## src/rtl/clk_div_multi.sv

```systemverilog
// Multi-channel programmable clock divider with per-channel run-time half-period,
// glitch-free divisor updates at period boundaries and a registered rising-edge strobe.
module clk_div_multi #(
    parameter int unsigned CHANNELS   = 4,
    parameter int unsigned WIDTH      = 8,
    parameter int unsigned RESET_HALF = 6,
    parameter int unsigned SELW       = 2
) (
    input  logic                clk,
    input  logic                reset,
    input  logic [CHANNELS-1:0] enable,
    input  logic                load,
    input  logic [SELW-1:0]     load_sel,
    input  logic [WIDTH-1:0]    load_half,
    output logic [CHANNELS-1:0] clk_out,
    output logic [CHANNELS-1:0] rise,
    output logic [CHANNELS-1:0] pending
);

    localparam logic [WIDTH-1:0] HALF_INIT = WIDTH'(RESET_HALF);
    localparam logic [WIDTH-1:0] ONE       = WIDTH'(1);

    logic [WIDTH-1:0]    cnt      [CHANNELS];
    logic [WIDTH-1:0]    half     [CHANNELS];
    logic [WIDTH-1:0]    pend_val [CHANNELS];
    logic [CHANNELS-1:0] hit;
    logic [CHANNELS-1:0] stopped;
    logic [CHANNELS-1:0] toggle;
    logic [CHANNELS-1:0] apply;

    // A pending half-period is only taken when the channel is paused, stopped,
    // or at the 1->0 toggle that closes a full period, so no phase is ever cut short.
    always_comb begin
        hit     = '0;
        stopped = '0;
        toggle  = '0;
        apply   = '0;
        for (int unsigned i = 0; i < CHANNELS; i++) begin
            hit[i]     = load && (32'(load_sel) == i);
            stopped[i] = (half[i] == '0);
            toggle[i]  = enable[i] && !stopped[i] && (cnt[i] == half[i] - ONE);
            apply[i]   = pending[i] &&
                         (!enable[i] || stopped[i] || (toggle[i] && clk_out[i]));
        end
    end

    always_ff @(posedge clk) begin
        for (int unsigned i = 0; i < CHANNELS; i++) begin
            if (reset) begin
                cnt[i]      <= '0;
                half[i]     <= HALF_INIT;
                pend_val[i] <= '0;
                pending[i]  <= 1'b0;
                clk_out[i]  <= 1'b0;
                rise[i]     <= 1'b0;
            end else begin
                rise[i] <= 1'b0;
                if (!enable[i]) begin
                    if (apply[i]) begin
                        cnt[i] <= '0;
                    end
                end else if (stopped[i]) begin
                    cnt[i]     <= '0;
                    clk_out[i] <= 1'b0;
                end else if (toggle[i]) begin
                    cnt[i]     <= '0;
                    clk_out[i] <= ~clk_out[i];
                    rise[i]    <= ~clk_out[i];
                end else begin
                    cnt[i] <= cnt[i] + ONE;
                end

                if (apply[i]) begin
                    half[i]    <= pend_val[i];
                    pending[i] <= 1'b0;
                end

                // A load landing on the apply edge re-arms pending with the new value.
                if (hit[i]) begin
                    pend_val[i] <= load_half;
                    pending[i]  <= 1'b1;
                end
            end
        end
    end

endmodule
```

## config.mk

```make
export PLATFORM = sky130hd
export DESIGN_NAME = clk_div_multi
export DESIGN_NICKNAME = d
export VERILOG_FILES = /design/src/rtl/clk_div_multi.sv
export SDC_FILE = /design/constraint.sdc
export NUM_CORES = 1
export LEC_CHECK = 0
export BUFFER_PORTS_ARGS = -buffer_cell sky130_fd_sc_hd__buf_2
export CELL_PAD_IN_SITES_DETAIL_PLACEMENT = 0
export CELL_PAD_IN_SITES_GLOBAL_PLACEMENT = 1
export CORE_MARGIN = 2
export CORE_UTILIZATION = 45
export CTS_BUF_LIST = sky130_fd_sc_hd__clkbuf_2 sky130_fd_sc_hd__clkbuf_4 sky130_fd_sc_hd__clkbuf_8
export DETAILED_ROUTE_END_ITERATION = 10
export PLACE_DENSITY = 0.81
export SLEW_MARGIN = 20
export SYNTH_ARGS = -nofsm -noshare
export SYNTH_HDL_FRONTEND = slang
export SYNTH_SLANG_ARGS = --single-unit
export TNS_END_PERCENT = 50
```

## constraint.sdc

```tcl
create_clock -name clk -period 7.2 [get_ports clk]
set_input_delay 1.44 -clock clk [delete_from_list [all_inputs] [get_ports clk]]
set_output_delay 1.44 -clock clk [all_outputs]
set_load 0.05 [all_outputs]
```

==> impl_metrics.toml <==
[cts]
post_cts_resized = 0
htreeDepth = 3
numClockSinks = 108
holdBufCountCts = 0
clock_tree.root_cell = "clkbuf_8"
cts-buffers-inserted = 9
clk_pin_slew_ns = 0.10
clockBufferDepth = 2
cts_tree = "yes"
cts_setup_buffers = 0
clock_latency_ns = 0.37

[timing]
min_period_ns = 3.20
final-hold-violation-count = 0
skew_ns = 0.00669
timing.fmax_ghz = 0.313
finalCritPeriodShare = 0.444
timing.hold.ws_ns = 0.512
max_slew_margin = 0.261
fin_ws_ns = 4.00
tightest_slew_ns = 1.10
rsz0062_at_grt = "no"
drv_slew = 0
setup_tns_ns = 0
setup_viol_count_final = 0

[synth]
synthSimpleGateAreaFrac = 0.237
syn_area_sq_um = 5740
syn_inst = 510
synth_mux_area_frac = 0.00174
synth_xor_area_frac = 0.0930
synth_top_family_by_area = "simple AND/OR/NAND/NOR gates"
synthAdderAreaFrac = 0.0174
synth_compound_area_frac = 0.0856
async_reset_ff_frac = 0
synth_seq_cells = 108
synth-edff-count = 96
synth_flop_cell = "edfxtp_1"
ys_seq_area_frac = 0.544
synth_nets = 535
syn_area_per_cell_sq_um = 11.3
yosys_warnings = 0
yosysUniqueCellTypes = 52

[placement]
post-place-ws_ns = 3.84
io_buffers = 28
routabilityCongestion = 0.774
place_hpwl_microns = 7970

[floorplan]
coreArea_sq_um = 12500
io-pin-count = 29
die_y_microns = 117
die_area_sq_um = 13700
std_cell_rows = 41
initial_core_util = 0.459
fp.dieW_microns = 117

[layout]
area.sequential_sq_um = 3120
fin_nets = 561
final_cell_mix = "edfxtp_1 (96), and2_1 (43), nor2_1 (41), xor2_1 (32), xnor2_1 (29)"
diodes = 0
n_fill_cell = 1140
multiInputGateArea_sq_um = 2500
syn_to_final_growth_pct = 8.93
final_common_cell = "edfxtp_1"
final_layout_size_suffix_gt1_frac = 0.122

[global_route]
gr-total-overflow = 0
grt_use_total = 0.171
grt_start_max_net_pins = 34
grt_pass1_vias = 3777
grt_pass1_wl_microns = 18000
antenna_found_initial = 0

[setup_path]
arrival_ns = 3.21
cpMaxStageDelayCell = "o21ai_0"
path_max_fanout = 8
worstPathRequired_ns = 7.21
critPathMaxStageDelay_ns = 0.77
rr_worst_depth = 6
critical_path_class = "reg2reg"
path_cells = "nor3_1 -> nor3b_1 -> o21ai_0 -> a22o_1 -> o311a_1 -> o21ai_0"
cp-end-kind = "flip-flop"
crit_top_cell = "o21ai_0"
startpoint_type = "flip-flop"

[flow_run]
drv_cap = 0

[hold_path]
whs_path_depth = 1
holdCritPathClass = "reg2reg"

[drt]
num_vias = 3840
dr.pass1.iters = 4
drc_errors = 0
vias_per_cell = 5.39
detail_route.wl_per_cell_microns = 15.3
drtIter0Drc = 198
routed_wl_microns = 10900
detail-route-antenna-nets = 0

[power]
total_leakage_power_nw = 2.28
peakVddDrop_mv = 0.109
pwr_density_cell_nw_per_um2 = 201

[status]
status = "completed"
## metrics by stage
step	cell area (sq um)	utilization	cells	power, mW
global placement	6050	0.483	697	0.878
floorplan	5740	-	510	0.846
detailed placement	6050	0.483	697	0.884
CTS	6260	0.500	713	1.27
global route	6260	0.500	713	1.31
finish	6260	0.500	713	1.26
## kinds of logic after synthesis
group | Yosys count
multiplexers | 1
XOR/XNOR | 61
AO/OA/AOI/OAI | 60
buffers and inverters | 33
flip-flops | 108
AND/OR/NAND/NOR | 239
adder cells (fa/ha/maj) | 8
## report_power, final
group / internal, mW / switching (mW)
Sequential: 0.720 / 0.0335
Clock: 0.173 / 0.215
Combinational: 0.0461 / 0.0699
Total: 0.939 / 0.318
## worst max-delay path: cells and delay by family, from the launching register on
kind | cells | cell delay, ns
AOI/OAI and AO/OA | 4 | 1.59
and+or+nand+nor | 2 | 0.78
DFF | 1 | 0.47
## final cells by class
class,count,share of cell area
repair buffers,28,0.0224
multi-input cells,369,0.399
clock buffers,10,0.0220
well taps,172,0.0344
flip-flops and latches,108,0.499
clock inverters,6,0.0110
inverters,20,0.0120
## per-layer routing
metal  global-route usage  part of all wire  vias up
met2                0.284              0.48       71
met4               0.0753             0.018        0
met1                0.222              0.47     1835
met3               0.0294             0.034       12
li1                     -                 -     1922
met5                    0                 0        -
## Yosys cell counts, types with 2 or more instances
library cell / count / area [sq um]
edfxtp_1: 96 / 2880
and2_1: 43 / 269
nor2_1: 41 / 154
xor2_1: 32 / 280
xnor2_1: 29 / 254
nand2_1: 25 / 93.8
nand3_1: 24 / 120
and3_1: 20 / 125
inv_1: 20 / 75.1
nor4_1: 15 / 93.8
clkbuf_1: 13 / 48.8
nand2b_1: 13 / 81.3
dfxtp_1: 12 / 240
nor3_1: 12 / 60.1
o21ai_0: 12 / 60.1
a21oi_1: 8 / 40.0
ha_1: 8 / 100
nor4b_1: 7 / 61.3
or3_1: 7 / 43.8
nand3b_1: 5 / 37.5
o211ai_1: 5 / 37.5
o31ai_1: 5 / 37.5
or2_2: 5 / 31.3
a31oi_1: 4 / 25.0
nand4_1: 4 / 25.0
nor3b_1: 4 / 30.0
a21boi_0: 3 / 22.5
a22o_1: 3 / 26.3
a31o_2: 3 / 26.3
o311a_1: 3 / 30.0
and3b_1: 2 / 17.5
nand4b_1: 2 / 17.5
nor2b_1: 2 / 12.5
o2111ai_1: 2 / 17.5
o41ai_4: 2 / 55.1
or4_1: 2 / 15.0
or4_4: 2 / 22.5
## final timing paths
kind	start	end	slack, ns
max	half[3][2]$_SDFFCE_PN1P_	half[3][3]$_SDFFCE_PN0P_	4.00
min	pend_val[3][1]$_SDFFCE_PN0P_	half[3][1]$_SDFFCE_PN1P_	0.51
max reg2reg	half[3][2]$_SDFFCE_PN1P_	half[3][3]$_SDFFCE_PN0P_	4.00
min reg2reg	pend_val[3][1]$_SDFFCE_PN0P_	half[3][1]$_SDFFCE_PN1P_	0.51
## registers in the layout (all words and copies together), names as in the netlist
name      cells
clk_out       4
rise          4
pend_val     32
pending       4
half         32
cnt          32
Note: power is estimated with default switching activity, not from simulation.
